## src/rtl/spi_shift_engine_pkg.sv

```systemverilog
// -----------------------------------------------------------------------------
// spi_shift_engine_pkg
// Shared definitions for the SPI master shift engine:
//   - spi_state_e : frame sequencer state encoding
//   - clog2_min1  : ceiling log2 clamped to a minimum of 1 bit, used to size
//                   the half-period and bit counters from the parameters
// -----------------------------------------------------------------------------
package spi_shift_engine_pkg;

    typedef enum logic [2:0] {
        ST_IDLE  = 3'd0,
        ST_LEAD  = 3'd1,
        ST_SHIFT = 3'd2,
        ST_TRAIL = 3'd3,
        ST_GAP   = 3'd4
    } spi_state_e;

    // Number of bits needed to hold values 0..value-1, never less than 1.
    function automatic int clog2_min1(input int value);
        int result;
        result = 1;
        for (int i = 1; i < 31; i++) begin
            if ((1 << i) < value) begin
                result = i + 1;
            end
        end
        return result;
    endfunction

endpackage

```

## src/rtl/spi_tick_gen.sv

```systemverilog
// -----------------------------------------------------------------------------
// spi_tick_gen
// Half-period tick generator. Counts g_clk_div clk_i cycles and raises tick_o
// in the last cycle of each period. clr_i restarts the count from zero on the
// next cycle so that every sequencer state begins a fresh period.
//
// Ports:
//   clk_i   in   system clock
//   rst_i   in   asynchronous active-low reset
//   clr_i   in   synchronous restart of the period counter
//   tick_o  out  high in the last cycle of each g_clk_div-cycle period
// -----------------------------------------------------------------------------
module spi_tick_gen
    import spi_shift_engine_pkg::*;
#(
    parameter int g_clk_div = 4
) (
    input  logic clk_i,
    input  logic rst_i,
    input  logic clr_i,
    output logic tick_o
);

    localparam int            CW   = clog2_min1(g_clk_div);
    localparam logic [CW-1:0] LAST = CW'(g_clk_div - 1);

    logic [CW-1:0] cnt_q;
    logic [CW-1:0] cnt_d;

    assign tick_o = (cnt_q == LAST);

    // Counter never runs past LAST: it returns to zero on the terminal count.
    always_comb begin
        cnt_d = cnt_q + 1'b1;
        if (clr_i || tick_o) begin
            cnt_d = '0;
        end
    end

    always_ff @(posedge clk_i or negedge rst_i) begin
        if (!rst_i) begin
            cnt_q <= '0;
        end else begin
            cnt_q <= cnt_d;
        end
    end

endmodule

```

## src/rtl/spi_shift_engine.sv

```systemverilog
// -----------------------------------------------------------------------------
// spi_shift_engine
// SPI master (mode 0, MSB first) that pulls one word per frame from a TX
// single-entry FIFO, shifts it out on MOSI while sampling MISO, and pushes the
// received word into an RX single-entry FIFO.
//
// Frame: IDLE(1) -> LEAD(D) -> SHIFT(2W*D) -> TRAIL(D) -> GAP(D) -> IDLE
//
// Ports:
//   clk_i       in   system clock
//   rst_i       in   asynchronous active-low reset
//   tx_data_i   in   TX FIFO head word, valid while tx_empty_i=0
//   tx_empty_i  in   TX FIFO empty flag
//   tx_pull_o   out  one-cycle pull strobe to the TX FIFO
//   rx_data_o   out  last received word (held between frames)
//   rx_full_i   in   RX FIFO full flag
//   rx_push_o   out  one-cycle push strobe to the RX FIFO
//   sclk_o      out  SPI clock (registered, idle low)
//   mosi_o      out  SPI data out (registered)
//   miso_i      in   SPI data in
//   ss_n_o      out  active-low slave select (registered)
//   busy_o      out  high whenever a frame is in progress
// -----------------------------------------------------------------------------
module spi_shift_engine
    import spi_shift_engine_pkg::*;
#(
    parameter int g_width   = 32,
    parameter int g_clk_div = 4
) (
    input  logic               clk_i,
    input  logic               rst_i,
    input  logic [g_width-1:0] tx_data_i,
    input  logic               tx_empty_i,
    output logic               tx_pull_o,
    output logic [g_width-1:0] rx_data_o,
    input  logic               rx_full_i,
    output logic               rx_push_o,
    output logic               sclk_o,
    output logic               mosi_o,
    input  logic               miso_i,
    output logic               ss_n_o,
    output logic               busy_o
);

    // Half-period index within SHIFT runs 0..2W-1.
    localparam int            BW           = clog2_min1(2 * g_width + 1);
    localparam logic [BW-1:0] HP_LAST      = BW'(2 * g_width - 1);
    localparam logic [BW-1:0] HP_LAST_FALL = BW'(2 * g_width - 2);

    spi_state_e         state_q,   state_d;
    logic [BW-1:0]      hp_q,      hp_d;
    logic [g_width-1:0] tx_sr_q,   tx_sr_d;
    logic [g_width-1:0] rx_sr_q,   rx_sr_d;
    logic [g_width-1:0] rx_data_q, rx_data_d;
    logic               sclk_q,    sclk_d;
    logic               mosi_q,    mosi_d;
    logic               ss_n_q,    ss_n_d;
    logic               rx_push_q, rx_push_d;
    logic               ready_q;
    logic               tick;
    logic               tick_clr;
    logic               start;

    // ready_q keeps the pull strobe quiet in the first cycle after reset so a
    // word is never consumed while the frame registers are still held clear.
    assign start     = (state_q == ST_IDLE) && ready_q && !tx_empty_i && !rx_full_i;
    assign tx_pull_o = start;
    assign rx_data_o = rx_data_q;
    assign rx_push_o = rx_push_q;
    assign sclk_o    = sclk_q;
    assign mosi_o    = mosi_q;
    assign ss_n_o    = ss_n_q;
    assign busy_o    = (state_q != ST_IDLE);

    // Every state starts a fresh half-period; IDLE keeps the counter parked.
    assign tick_clr = (state_q == ST_IDLE) || (state_d != state_q);

    spi_tick_gen #(
        .g_clk_div (g_clk_div)
    ) u_tick_gen (
        .clk_i  (clk_i),
        .rst_i  (rst_i),
        .clr_i  (tick_clr),
        .tick_o (tick)
    );

    always_comb begin
        state_d   = state_q;
        hp_d      = hp_q;
        tx_sr_d   = tx_sr_q;
        rx_sr_d   = rx_sr_q;
        rx_data_d = rx_data_q;
        sclk_d    = sclk_q;
        mosi_d    = mosi_q;
        ss_n_d    = ss_n_q;
        rx_push_d = 1'b0;

        case (state_q)
            ST_IDLE: begin
                ss_n_d = 1'b1;
                sclk_d = 1'b0;
                mosi_d = 1'b0;
                if (start) begin
                    tx_sr_d = tx_data_i;
                    hp_d    = '0;
                    mosi_d  = tx_data_i[g_width-1];
                    ss_n_d  = 1'b0;
                    state_d = ST_LEAD;
                end
            end

            ST_LEAD: begin
                // First rising SCLK edge: sample the first MISO bit.
                if (tick) begin
                    sclk_d  = 1'b1;
                    rx_sr_d = {rx_sr_q[g_width-2:0], miso_i};
                    state_d = ST_SHIFT;
                end
            end

            ST_SHIFT: begin
                if (tick) begin
                    if (hp_q == HP_LAST) begin
                        state_d = ST_TRAIL;
                    end else begin
                        hp_d = hp_q + 1'b1;
                        if (hp_q[0]) begin
                            // End of a low half-period: rise and sample.
                            sclk_d  = 1'b1;
                            rx_sr_d = {rx_sr_q[g_width-2:0], miso_i};
                        end else begin
                            // End of a high half-period: fall. MOSI advances
                            // except on the final fall, where bit 0 is held
                            // through TRAIL. The register rotates so its
                            // top bit always mirrors the bit on MOSI.
                            sclk_d = 1'b0;
                            if (hp_q != HP_LAST_FALL) begin
                                mosi_d  = tx_sr_q[g_width-2];
                                tx_sr_d = {tx_sr_q[g_width-2:0], tx_sr_q[g_width-1]};
                            end
                        end
                    end
                end
            end

            ST_TRAIL: begin
                if (tick) begin
                    ss_n_d    = 1'b1;
                    mosi_d    = 1'b0;
                    rx_push_d = 1'b1;
                    rx_data_d = rx_sr_q;
                    state_d   = ST_GAP;
                end
            end

            ST_GAP: begin
                if (tick) begin
                    state_d = ST_IDLE;
                end
            end

            default: begin
                state_d = ST_IDLE;
            end
        endcase
    end

    always_ff @(posedge clk_i or negedge rst_i) begin
        if (!rst_i) begin
            state_q   <= ST_IDLE;
            hp_q      <= '0;
            tx_sr_q   <= '0;
            rx_sr_q   <= '0;
            rx_data_q <= '0;
            sclk_q    <= 1'b0;
            mosi_q    <= 1'b0;
            ss_n_q    <= 1'b1;
            rx_push_q <= 1'b0;
            ready_q   <= 1'b0;
        end else begin
            state_q   <= state_d;
            hp_q      <= hp_d;
            tx_sr_q   <= tx_sr_d;
            rx_sr_q   <= rx_sr_d;
            rx_data_q <= rx_data_d;
            sclk_q    <= sclk_d;
            mosi_q    <= mosi_d;
            ss_n_q    <= ss_n_d;
            rx_push_q <= rx_push_d;
            ready_q   <= 1'b1;
        end
    end

endmodule

```

## config.mk

```make
export PLATFORM = sky130hd
export DESIGN_NAME = spi_shift_engine
export DESIGN_NICKNAME = d
export VERILOG_FILES = /design/src/rtl/spi_shift_engine_pkg.sv /design/src/rtl/spi_tick_gen.sv /design/src/rtl/spi_shift_engine.sv
export SDC_FILE = /design/constraint.sdc
export NUM_CORES = 1
export LEC_CHECK = 0
export BUFFER_PORTS_ARGS = -buffer_cell sky130_fd_sc_hd__buf_2
export CAP_MARGIN = 10
export CORE_MARGIN = 2
export CORE_UTILIZATION = 50
export DETAILED_ROUTE_END_ITERATION = 12
export PLACE_DENSITY_LB_ADDON = 0.3
export SETUP_SLACK_MARGIN = 0.1
export SLEW_MARGIN = 25
export SYNTH_ARGS = -nofsm -noshare
export SYNTH_HDL_FRONTEND = slang
export SYNTH_SLANG_ARGS = --single-unit
```

## constraint.sdc

```tcl
create_clock -name clk_i -period 2.9 [get_ports clk_i]
set_input_delay 0.58 -clock clk_i [delete_from_list [all_inputs] [get_ports clk_i]]
set_output_delay 0.58 -clock clk_i [all_outputs]
set_load 0.05 [all_outputs]
```

==> results of run 1 <==
[per-stage QoR]
step | power, uW | cell area, um2 | setup WS, ns | utilization
global placement | 1681 | 5144 | 0.5488 | 0.5620
global route | 3538 | 5655 | 0.1611 | 0.6179
finish | 3429 | 5655 | 0.3572 | 0.6179
CTS | 3465 | 5655 | 0.3060 | 0.6179
detailed placement | 1683 | 5144 | 0.5104 | 0.5620
floorplan | 1620 | 4687 | 0.8841 | -
[state kept, by name (all words and copies together) (netlist names)]
register / cells
ss_n_o: 1
ready_q: 1
rx_sr_q: 32
mosi_o: 1
u_tick_gen.cnt_q: 2
hp_q: 7
state_q: 3
rx_data_o: 32
sclk_o: 1
rx_push_o: 1
tx_sr_q: 32
[how the worst min path moves through the flow]
stage,startpoint,to,slack [ns],cells after the start
after floorplan,rst_i,hp_q[0],0.28,0
after CTS,rst_i,rx_data_o[25],0.0001,1
final,rst_i,rx_data_o[0],0.01,1
after global routing,rst_i,rx_data_o[25],0.03,1
after global placement,u_tick_gen.cnt_q[0],u_tick_gen.cnt_q[0],0.43,1
after detailed placement,u_tick_gen.cnt_q[0],u_tick_gen.cnt_q[0],0.45,1
[synth_stat cells (all sizes together), types with 2 or more instances]
cell type / instances / share of area
clkbuf: 18 / 0.014
nor3b: 3 / 0.0048
buf: 9 / 0.015
nand2b: 2 / 0.0027
o31ai: 2 / 0.0032
or3: 2 / 0.0027
mux2: 32 / 0.077
nor2b: 2 / 0.0027
ha: 3 / 0.0080
nand3: 4 / 0.0069
or4: 2 / 0.0040
nor4: 2 / 0.0091
o22ai: 32 / 0.043
a31oi: 2 / 0.0027
nand2: 104 / 0.083
o21ai: 4 / 0.0043
inv: 4 / 0.0032
a21oi: 5 / 0.0053
nor2: 5 / 0.0040
a2bb2oi: 32 / 0.060
dfrtp: 112 / 0.60
[worst register-to-register path, cell delays in order, from the launching register on]
cell	delay, ns
sky130_fd_sc_hd__dfrtp_1	0.58
sky130_fd_sc_hd__or3b_1	0.41
sky130_fd_sc_hd__or4_4	0.55
sky130_fd_sc_hd__nand3_4	0.34
sky130_fd_sc_hd__mux2_2	0.41
[power groups by stage]
stage / Sequential (uW) / Combinational [uW] / Clock [uW]
after floorplan: 1620 / 4.87 / 0
after global placement: 1620 / 65.2 / 0
after detailed placement: 1620 / 66.4 / 0
after CTS: 1590 / 66.8 / 1810
after global routing: 1590 / 74.7 / 1870
final: 1590 / 64.3 / 1780
[cells by family after synthesis]
family / Yosys count / share of synthesized area
multiplexers: 33 / 0.07902
AO/OA/AOI/OAI: 88 / 0.1391
buffers and inverters: 32 / 0.03336
adder cells (fa/ha/maj): 3 / 0.008009
AND/OR/NAND/NOR: 134 / 0.1343
other: 1 / 0.0008001
flip-flops: 113 / 0.6036
XOR/XNOR: 1 / 0.001869
[layer usage]
| layer | vias to the layer above | part of all wire | global-route usage |
|---|---|---|---|
| met3 | 8 | 0.033 | 0.05825 |
| li1 | 1604 | - | - |
| met4 | 0 | 0.011 | 0.07060 |
| met1 | 1647 | 0.48 | 0.2865 |
| met5 | - | 0 | 0 |
| met2 | 60 | 0.47 | 0.3154 |
[final cells by class]
class                   instances  area, um2
flip-flops and latches        113       2829
multi-input cells             260       1712
fillers                       758       3497
well taps                     111      138.9
clock buffers                  19      421.7
inverters                       5      18.77
repair buffers                 82      445.4
clock inverters                13      90.09
==> impl_metrics.prom, run 1 <==
# TYPE chip_impl_metric gauge
chip_impl_metric{name="postCtsSetupRepairBufs",unit=""} 0
chip_impl_info{name="path_cells",value="nor3_1 > buf_4 > nand2_1 > inv_1 > buf_2"} 1
chip_impl_metric{name="setup_violation_total_in_the_final_timing_report",unit=""} 0
chip_impl_metric{name="core-area",unit="mm2"} 0.009153
chip_impl_info{name="cpMaxStageDelayCell",value="sky130_fd_sc_hd__dfrtp_1"} 1
chip_impl_metric{name="number_of_warnings_printed_during_yosys_synthesis",unit=""} 0
chip_impl_info{name="critical_path.reg2reg.endpoint",value="rx_sr_q[0]"} 1
chip_impl_metric{name="port_buffers",unit=""} 74
chip_impl_metric{name="synth_fp_nets",unit=""} 445
chip_impl_info{name="end_kind",value="output port"} 1
chip_impl_info{name="startpoint_type",value="flop"} 1
chip_impl_info{name="clock-root-buffer",value="sky130_fd_sc_hd__clkbuf_8"} 1
chip_impl_metric{name="count_of_endpoints_failing_hold_in_the_final_timing_report",unit=""} 0
chip_impl_metric{name="seq_area_frac_synth",unit=""} 0.6036
chip_impl_metric{name="n_antenna_cell",unit=""} 0
chip_impl_metric{name="floorplan.die.height",unit="um"} 100.8
chip_impl_metric{name="max-cap-violations",unit=""} 0
chip_impl_metric{name="synth_seq_cells",unit=""} 113
chip_impl_metric{name="maximum_number_of_pins_on_one_net_before_global_route_repair",unit=""} 53
chip_impl_metric{name="num_io_pins",unit=""} 75
chip_impl_info{name="status",value="completed"} 1
chip_impl_metric{name="logic_depth_of_the_worst_register_to_register_path",unit=""} 4
chip_impl_info{name="critPathKind",value="reg -> out"} 1
chip_impl_metric{name="period_share",unit=""} 0.8768
chip_impl_metric{name="synth.cell_area",unit="mm2"} 0.004687
chip_impl_metric{name="clk_path_buf_depth",unit=""} 2
chip_impl_metric{name="comb_power_share",unit=""} 0.019
chip_impl_metric{name="drt-vias-per-instance",unit=""} 5.504
chip_impl_metric{name="final_non_filler_cells",unit=""} 603
chip_impl_metric{name="p_sw_frac",unit=""} 0.2263
chip_impl_metric{name="route.detailed.drc",unit=""} 0
chip_impl_metric{name="floorplan.rows",unit=""} 35
chip_impl_metric{name="setup.reg_to_reg.worst_slack",unit="ns"} 0.50
chip_impl_metric{name="grt_first_pass_wirelength",unit="mm"} 16.24
chip_impl_info{name="most_common_library_cell_in_the_layout_ignoring_fill_and_taps",value="sky130_fd_sc_hd__dfrtp_1"} 1
chip_impl_metric{name="placedCellCount",unit=""} 571
chip_impl_metric{name="drive_gt1_frac",unit=""} 0.2500
chip_impl_metric{name="dp_hpwl",unit="mm"} 5.887
chip_impl_metric{name="p_sw",unit="uW"} 775.9
chip_impl_metric{name="post_synth_inst_count",unit=""} 405
chip_impl_info{name="critPathLaunch",value="state_q[1]"} 1
chip_impl_info{name="post_synth_top_flop",value="sky130_fd_sc_hd__dfrtp_1"} 1
chip_impl_metric{name="flow.area_growth_from_synthesis",unit="%"} 20.66
chip_impl_metric{name="critical_path_peak_fanout",unit=""} 15
chip_impl_metric{name="clock_network_latency_to_the_later_pin_of_the_worst_skew_pair",unit="ns"} 0.51
chip_impl_metric{name="dr_total_vias",unit=""} 3319
chip_impl_metric{name="ys_types",unit=""} 51
chip_impl_info{name="min_path_type",value="in -> async"} 1
chip_impl_metric{name="clkTransAtPathRegs",unit="ns"} 0.06
chip_impl_metric{name="critical_path_cell_count",unit=""} 5
chip_impl_metric{name="htree_levels",unit=""} 4
chip_impl_metric{name="timing_worst_slew_pin_value",unit="ns"} 0.8922
chip_impl_info{name="cp_top_family",value="buffers and inverters"} 1
chip_impl_metric{name="clock_sinks",unit=""} 113
chip_impl_metric{name="totalWireLength",unit="mm"} 9.496
chip_impl_metric{name="gp_routability_congestion",unit=""} 0.8136
chip_impl_metric{name="cell_internal_pwr",unit="uW"} 2653
chip_impl_metric{name="slew_headroom",unit=""} 0.4015
chip_impl_metric{name="p_seq_frac",unit=""} 0.463
chip_impl_metric{name="post_cts.resized_instances",unit=""} 0
chip_impl_metric{name="detail_route.iter0.violations",unit=""} 166
chip_impl_metric{name="cp_slowest_stage_delay",unit="ns"} 0.52
chip_impl_metric{name="totalNegativeSetupSlack",unit="ns"} 0
chip_impl_metric{name="share_clk_of_total_power",unit=""} 0.518
chip_impl_info{name="mostFrequentLayoutCells",value="sky130_fd_sc_hd__dfrtp_1, sky130_fd_sc_hd__nand2_1, sky130_fd_sc_hd__buf_2, sky130_fd_sc_hd__o22ai_1, sky130_fd_sc_hd__a2bb2oi_1"} 1
chip_impl_metric{name="ys_async_sr_fraction",unit=""} 1.000
chip_impl_metric{name="edff_count_synth",unit=""} 0
chip_impl_metric{name="cts_made_buffers",unit=""} 17
chip_impl_metric{name="grt_overflow",unit=""} 0
chip_impl_metric{name="initial_utilization",unit=""} 0.5121
chip_impl_metric{name="timing.critical_path.arrival",unit="ns"} 1.96
chip_impl_metric{name="detail_route.first_pass.iterations",unit=""} 4
chip_impl_metric{name="avgRoutedWirePerCell",unit="um"} 15.75
chip_impl_metric{name="power-per-cell-area",unit="mW/mm2"} 606.3
chip_impl_metric{name="num-nets-final",unit=""} 519
chip_impl_metric{name="postCtsHoldBufs",unit=""} 0
chip_impl_info{name="grt_setup_unrepaired",value="no"} 1
chip_impl_metric{name="timing.hold.ws",unit="ns"} 0.01411
chip_impl_info{name="r2r_start",value="state_q[1]"} 1
chip_impl_metric{name="grt_usage",unit=""} 0.2067
chip_impl_metric{name="first_global_vias",unit=""} 3351
chip_impl_info{name="crit_end",value="tx_pull_o"} 1
chip_impl_metric{name="die_area",unit="mm2"} 0.01016
chip_impl_metric{name="leakagePower",unit="uW"} 0.002794
chip_impl_metric{name="max_freq",unit="MHz"} 393.3
chip_impl_metric{name="required",unit="ns"} 2.32
chip_impl_metric{name="die_w",unit="um"} 100.8
chip_impl_metric{name="layout_min_cycle_time",unit="ns"} 2.543
chip_impl_info{name="cts_tree",value="done"} 1
chip_impl_metric{name="final_antenna_net_count",unit=""} 0
chip_impl_metric{name="grt_antenna_before_repair",unit=""} 0
chip_impl_metric{name="clock_skew",unit="ns"} 0.01049
chip_impl_metric{name="cp.buffers_inverters",unit=""} 3
chip_impl_metric{name="maxSlewViolCount",unit=""} 0
chip_impl_metric{name="vdd_ir_drop_max",unit="V"} 0.0003577
chip_impl_metric{name="avgSynthCellArea",unit="um2"} 11.57
Power figures use the tool's default switching activity.
==> run 2, diff against run 1 <==
Settings changed: CORE_MARGIN 2 to default.
==> impl_metrics.prom, run 2 (same netlist as run 1, synthesis figures left out) <==
# TYPE chip_impl_metric gauge
chip_impl_info{name="status",value="completed"} 1
chip_impl_info{name="end_kind",value="output port"} 1
chip_impl_info{name="mostFrequentLayoutCells",value="sky130_fd_sc_hd__dfrtp_1, sky130_fd_sc_hd__nand2_1, sky130_fd_sc_hd__buf_2, sky130_fd_sc_hd__o22ai_1, sky130_fd_sc_hd__a2bb2oi_1"} 1
chip_impl_metric{name="core-area",unit="mm2"} 0.008891
chip_impl_metric{name="comb_power_share",unit=""} 0.016
chip_impl_metric{name="die_w",unit="um"} 98.82
chip_impl_metric{name="setup_violation_total_in_the_final_timing_report",unit=""} 0
chip_impl_metric{name="clk_path_buf_depth",unit=""} 2
chip_impl_metric{name="floorplan.die.height",unit="um"} 98.82
chip_impl_info{name="startpoint_type",value="flop"} 1
chip_impl_metric{name="n_antenna_cell",unit=""} 0
chip_impl_metric{name="p_sw_frac",unit=""} 0.1965
chip_impl_info{name="most_common_library_cell_in_the_layout_ignoring_fill_and_taps",value="sky130_fd_sc_hd__dfrtp_1"} 1
chip_impl_metric{name="vdd_ir_drop_max",unit="V"} 0.0004137
chip_impl_metric{name="die_area",unit="mm2"} 0.009765
chip_impl_metric{name="p_sw",unit="uW"} 762.9
chip_impl_info{name="clock-root-buffer",value="sky130_fd_sc_hd__clkbuf_8"} 1
chip_impl_metric{name="gp_routability_congestion",unit=""} 0.7450
chip_impl_metric{name="grt_first_pass_wirelength",unit="mm"} 16.41
chip_impl_metric{name="clkTransAtPathRegs",unit="ns"} 0.06
chip_impl_info{name="critical_path.reg2reg.endpoint",value="tx_sr_q[22]"} 1
chip_impl_metric{name="max_freq",unit="MHz"} 389.0
chip_impl_metric{name="avgRoutedWirePerCell",unit="um"} 15.85
chip_impl_metric{name="detail_route.iter0.violations",unit=""} 149
chip_impl_metric{name="power.total",unit="uW"} 3882
chip_impl_metric{name="drt-vias-per-instance",unit=""} 5.650
chip_impl_metric{name="initial_utilization",unit=""} 0.5272
chip_impl_metric{name="port_buffers",unit=""} 74
chip_impl_metric{name="max-cap-violations",unit=""} 0
chip_impl_metric{name="postCtsHoldBufs",unit=""} 0
chip_impl_metric{name="period_share",unit=""} 0.8865
chip_impl_metric{name="dp_hpwl",unit="mm"} 5.868
chip_impl_info{name="crit_end",value="tx_pull_o"} 1
chip_impl_info{name="critPathKind",value="reg -> out"} 1
chip_impl_info{name="min_path_type",value="in -> async"} 1
chip_impl_metric{name="totalNegativeSetupSlack",unit="ns"} 0
chip_impl_metric{name="cell_internal_pwr",unit="uW"} 3119
chip_impl_metric{name="critical_path_peak_fanout",unit=""} 14
chip_impl_metric{name="route.detailed.drc",unit=""} 0
chip_impl_metric{name="maxSlewViolCount",unit=""} 0
chip_impl_metric{name="logic_depth_of_the_worst_register_to_register_path",unit=""} 6
chip_impl_metric{name="leakagePower",unit="uW"} 0.002858
chip_impl_metric{name="num-nets-final",unit=""} 519
chip_impl_metric{name="timing.critical_path.arrival",unit="ns"} 1.99
chip_impl_info{name="r2r_start",value="state_q[0]"} 1
chip_impl_metric{name="flow.area_growth_from_synthesis",unit="%"} 23.47
chip_impl_metric{name="grt_antenna_before_repair",unit=""} 0
chip_impl_metric{name="share_clk_of_total_power",unit=""} 0.574
chip_impl_metric{name="cts_made_buffers",unit=""} 17
chip_impl_metric{name="grt_overflow",unit=""} 0
chip_impl_metric{name="slew_headroom",unit=""} 0.4025
chip_impl_metric{name="clock_sinks",unit=""} 113
chip_impl_metric{name="timing_worst_slew_pin_value",unit="ns"} 0.8907
chip_impl_metric{name="htree_levels",unit=""} 4
chip_impl_metric{name="power-per-cell-area",unit="mW/mm2"} 670.8
chip_impl_metric{name="first_global_vias",unit=""} 3420
chip_impl_metric{name="clock_network_latency_to_the_later_pin_of_the_worst_skew_pair",unit="ns"} 0.51
chip_impl_info{name="grt_setup_unrepaired",value="no"} 1
chip_impl_metric{name="totalWireLength",unit="mm"} 9.507
chip_impl_metric{name="post_cts.resized_instances",unit=""} 0
chip_impl_metric{name="clock_skew",unit="ns"} 0.007117
chip_impl_metric{name="dr_total_vias",unit=""} 3390
chip_impl_metric{name="required",unit="ns"} 2.32
chip_impl_metric{name="drive_gt1_frac",unit=""} 0.2500
chip_impl_metric{name="num_io_pins",unit=""} 75
chip_impl_metric{name="count_of_endpoints_failing_hold_in_the_final_timing_report",unit=""} 0
chip_impl_metric{name="layout_min_cycle_time",unit="ns"} 2.571
chip_impl_metric{name="grt_usage",unit=""} 0.2172
chip_impl_metric{name="final_antenna_net_count",unit=""} 0
chip_impl_metric{name="postCtsSetupRepairBufs",unit=""} 0
chip_impl_metric{name="detail_route.first_pass.iterations",unit=""} 4
chip_impl_metric{name="floorplan.rows",unit=""} 34
chip_impl_metric{name="setup.reg_to_reg.worst_slack",unit="ns"} 0.47
chip_impl_metric{name="maximum_number_of_pins_on_one_net_before_global_route_repair",unit=""} 45
chip_impl_metric{name="p_seq_frac",unit=""} 0.409
chip_impl_info{name="critPathLaunch",value="state_q[1]"} 1
chip_impl_info{name="cts_tree",value="done"} 1
[run 2: cell count changes in the layout (fill, tap and decap cells not counted)]
cell / before / now
sky130_fd_sc_hd__clkbuf_8: 1 / 2
sky130_fd_sc_hd__clkinvlp_4: 4 / 1
sky130_fd_sc_hd__clkinv_2: 5 / 1
sky130_fd_sc_hd__nor2_2: 1 / 0
sky130_fd_sc_hd__inv_6: 2 / 1
sky130_fd_sc_hd__clkinv_4: 2 / 4
sky130_fd_sc_hd__bufinv_16: 0 / 5
sky130_fd_sc_hd__nor2_4: 0 / 1
[run 2: through the flow]
stage / setup WS (ns) / cells / hold slack (ns) / utilization / instance area (um2)
finish: 0.3291 / 600 / 0.04319 / 0.6509 / 5787
global route: 0.1547 / 600 / 0.07437 / 0.6509 / 5787
CTS: 0.2964 / 600 / 0.04746 / 0.6509 / 5787
detailed placement: 0.4980 / 568 / 0.4435 / 0.5787 / 5145
global placement: 0.4424 / 568 / 0.4266 / 0.5781 / 5140
floorplan: 0.8841 / 405 / 0.2844 / - / 4687
[run 2: layer usage]
metal | share of wire | global-route usage | vias to the layer above
li1 | - | - | 1604
met1 | 0.45 | 0.2887 | 1680
met2 | 0.48 | 0.3432 | 89
met3 | 0.042 | 0.05957 | 17
met4 | 0.020 | 0.08152 | 0
met5 | 0 | 0 | -
[run 2: power groups by stage]
stage	clock network, uW	registers (uW)	logic [uW]
2_1_floorplan	0	1620	4.87
3_3_place_gp	0	1620	64.8
3_5_place_dp	0	1620	66.3
4_1_cts	2270	1590	66.8
5_1_grt	2340	1590	73.5
6_report	2230	1590	63.4
[run 2: worst min path at each step]
stage | cells past startpoint | slack (ns) | endpoint
2_1_floorplan | 0 | 0.28 | hp_q[0]
3_5_place_dp | 1 | 0.44 | u_tick_gen.cnt_q[0]
4_1_cts | 1 | 0.05 | hp_q[1]
3_3_place_gp | 1 | 0.43 | u_tick_gen.cnt_q[0]
5_1_grt | 1 | 0.07 | hp_q[4]
6_report | 1 | 0.04 | hp_q[4]
[run 2: final cells by class]
| class | instances | area [um2] |
|---|---|---|
| fillers | 684 | 3104 |
| flip-flops and latches | 113 | 2829 |
| multi-input cells | 260 | 1717 |
| repair buffers | 82 | 445.4 |
| clock buffers | 20 | 435.4 |
| clock inverters | 12 | 206.4 |
| well taps | 108 | 135.1 |
| inverters | 5 | 18.77 |
[run 2: critical path, cell delays in order (launching register included)]
cell and delay (ns):
sky130_fd_sc_hd__dfrtp_1 0.37, sky130_fd_sc_hd__buf_4 0.18, sky130_fd_sc_hd__nor3_1 0.21, sky130_fd_sc_hd__buf_4 0.17, sky130_fd_sc_hd__nand2_1 0.06, sky130_fd_sc_hd__inv_1 0.16, sky130_fd_sc_hd__buf_2 0.31
==> run 3, diff against run 2 <==
Settings changed: CTS_BUF_LIST from default to sky130_fd_sc_hd__clkbuf_16.
==> impl_metrics.prom, run 3 (same netlist as run 1, synthesis figures left out) <==
# TYPE chip_impl_metric gauge
chip_impl_metric{name="vdd_ir_drop_max",unit="V"} 0.0003545
chip_impl_metric{name="first_global_vias",unit=""} 3428
chip_impl_metric{name="detail_route.iter0.violations",unit=""} 138
chip_impl_metric{name="initial_utilization",unit=""} 0.5272
chip_impl_metric{name="placedCellCount",unit=""} 568
chip_impl_metric{name="required",unit="ns"} 2.32
chip_impl_info{name="r2r_start",value="state_q[0]"} 1
chip_impl_info{name="startpoint_type",value="flop"} 1
chip_impl_metric{name="die_w",unit="um"} 98.82
chip_impl_metric{name="max_freq",unit="MHz"} 403.7
chip_impl_metric{name="timing_worst_slew_pin_value",unit="ns"} 0.8978
chip_impl_info{name="clock-root-buffer",value="sky130_fd_sc_hd__clkbuf_16"} 1
chip_impl_metric{name="postCtsSetupRepairBufs",unit=""} 0
chip_impl_info{name="end_kind",value="output port"} 1
chip_impl_metric{name="clk_path_buf_depth",unit=""} 2
chip_impl_metric{name="final_non_filler_cells",unit=""} 600
chip_impl_info{name="min_path_type",value="in -> async"} 1
chip_impl_metric{name="n_antenna_cell",unit=""} 0
chip_impl_metric{name="period_share",unit=""} 0.8541
chip_impl_metric{name="num-nets-final",unit=""} 519
chip_impl_metric{name="detail_route.first_pass.iterations",unit=""} 4
chip_impl_metric{name="grt_usage",unit=""} 0.2191
chip_impl_metric{name="grt_overflow",unit=""} 0
chip_impl_metric{name="floorplan.rows",unit=""} 34
chip_impl_metric{name="clock_skew",unit="ns"} 0.01212
chip_impl_metric{name="final_antenna_net_count",unit=""} 0
chip_impl_metric{name="clkTransAtPathRegs",unit="ns"} 0.05
chip_impl_info{name="critical_path.reg2reg.endpoint",value="tx_sr_q[0]"} 1
chip_impl_metric{name="clock_sinks",unit=""} 113
chip_impl_metric{name="clock_network_latency_to_the_later_pin_of_the_worst_skew_pair",unit="ns"} 0.41
chip_impl_metric{name="totalNegativeSetupSlack",unit="ns"} 0
chip_impl_metric{name="dr_total_vias",unit=""} 3334
chip_impl_metric{name="drt-vias-per-instance",unit=""} 5.557
chip_impl_metric{name="logic_depth_of_the_worst_register_to_register_path",unit=""} 6
chip_impl_metric{name="timing.critical_path.arrival",unit="ns"} 1.90
chip_impl_metric{name="totalWireLength",unit="mm"} 9.627
chip_impl_metric{name="flow.area_growth_from_synthesis",unit="%"} 23.49
chip_impl_metric{name="maximum_number_of_pins_on_one_net_before_global_route_repair",unit=""} 45
chip_impl_metric{name="power-per-cell-area",unit="mW/mm2"} 672.2
chip_impl_metric{name="route.detailed.drc",unit=""} 0
chip_impl_metric{name="finalInstanceArea",unit="mm2"} 0.005788
chip_impl_info{name="grt_setup_unrepaired",value="no"} 1
chip_impl_metric{name="drive_gt1_frac",unit=""} 0.2480
chip_impl_info{name="critPathKind",value="reg -> out"} 1
chip_impl_metric{name="grt_first_pass_wirelength",unit="mm"} 16.48
chip_impl_metric{name="port_buffers",unit=""} 74
chip_impl_metric{name="htree_levels",unit=""} 4
chip_impl_metric{name="leakagePower",unit="uW"} 0.002866
chip_impl_info{name="most_common_library_cell_in_the_layout_ignoring_fill_and_taps",value="sky130_fd_sc_hd__dfrtp_1"} 1
chip_impl_metric{name="cts_made_buffers",unit=""} 17
chip_impl_metric{name="gp_routability_congestion",unit=""} 0.7450
chip_impl_metric{name="maxSlewViolCount",unit=""} 0
chip_impl_metric{name="critical_path_peak_fanout",unit=""} 13
chip_impl_info{name="cts_tree",value="done"} 1
chip_impl_metric{name="count_of_endpoints_failing_hold_in_the_final_timing_report",unit=""} 0
chip_impl_metric{name="detailed_place.area",unit="mm2"} 0.005145
chip_impl_metric{name="setup.reg_to_reg.worst_slack",unit="ns"} 0.48
chip_impl_metric{name="setup_violation_total_in_the_final_timing_report",unit=""} 0
chip_impl_metric{name="core-area",unit="mm2"} 0.008891
chip_impl_metric{name="num_io_pins",unit=""} 75
chip_impl_metric{name="max-cap-violations",unit=""} 0
chip_impl_metric{name="dp_hpwl",unit="mm"} 5.868
chip_impl_info{name="mostFrequentLayoutCells",value="sky130_fd_sc_hd__dfrtp_1, sky130_fd_sc_hd__nand2_1, sky130_fd_sc_hd__buf_2, sky130_fd_sc_hd__o22ai_1, sky130_fd_sc_hd__a2bb2oi_1"} 1
chip_impl_metric{name="layout_min_cycle_time",unit="ns"} 2.477
chip_impl_metric{name="avgRoutedWirePerCell",unit="um"} 16.05
chip_impl_metric{name="die_area",unit="mm2"} 0.009765
chip_impl_metric{name="floorplan.die.height",unit="um"} 98.82
chip_impl_metric{name="grt_antenna_before_repair",unit=""} 0
chip_impl_info{name="status",value="completed"} 1
chip_impl_metric{name="post_cts.resized_instances",unit=""} 0
chip_impl_metric{name="slew_headroom",unit=""} 0.3978
chip_impl_metric{name="postCtsHoldBufs",unit=""} 0
run 3: cell types whose count changed in the layout (fill, tap and decap cells not counted):
| cell | change |
|---|---|
| sky130_fd_sc_hd__clkbuf_1 | -2 |
| sky130_fd_sc_hd__clkbuf_8 | -2 |
| sky130_fd_sc_hd__inv_1 | +2 |
| sky130_fd_sc_hd__clkbuf_16 | +1 |
| sky130_fd_sc_hd__clkinv_1 | +1 |
run 3: final cells by class:
class | count | area (um2)
clock buffers | 17 | 425.4
clock inverters | 15 | 217.7
fillers | 686 | 3103
inverters | 5 | 18.77
multi-input cells | 260 | 1717
flip-flops and latches | 113 | 2829
well taps | 108 | 135.1
repair buffers | 82 | 445.4
run 3: stage by stage:
stage / utilization / hold WS, ns / power (uW) / setup slack, ns
2_1_floorplan: - / 0.2844 / 1620 / 0.8841
3_3_place_gp: 0.5781 / 0.4266 / 1681 / 0.4424
3_5_place_dp: 0.5787 / 0.4435 / 1682 / 0.4980
4_1_cts: 0.6510 / 0.1636 / 3930 / 0.4095
5_1_grt: 0.6510 / 0.1878 / 4012 / 0.2258
6_report: 0.6510 / 0.1518 / 3891 / 0.4231
run 3: how the worst max path moves through the flow:
stage	end	startpoint
floorplan	rx_sr_q[10]	state_q[0]
global placement	tx_sr_q[26]	state_q[0]
detailed placement	ss_n_o	u_tick_gen.cnt_q[0]
CTS	tx_pull_o	state_q[1]
global route	ss_n_o	u_tick_gen.cnt_q[0]
finish	tx_pull_o	state_q[0]
run 3: where the power goes:
group	internal (uW)	total [uW]	switching, uW
Clock	1520	2240	720
Sequential	1580	1590	4.24
Combinational	24.5	63.5	39.0
Total	3130	3890	763
run 3: worst max-delay path, cell delays in order, from the launching register on:
cell and delay [ns]:
sky130_fd_sc_hd__dfrtp_1 0.49, sky130_fd_sc_hd__nor3_1 0.28, sky130_fd_sc_hd__buf_4 0.18, sky130_fd_sc_hd__nand2_1 0.06
sky130_fd_sc_hd__inv_1 0.16, sky130_fd_sc_hd__buf_2 0.31
run 3: routing by layer:
metal,vias up,GRT usage,part of all wire
li1,1596,-,-
met1,1646,0.2882,0.46
met2,82,0.3486,0.49
met3,10,0.05957,0.040
met4,0,0.08496,0.014
met5,-,0,0
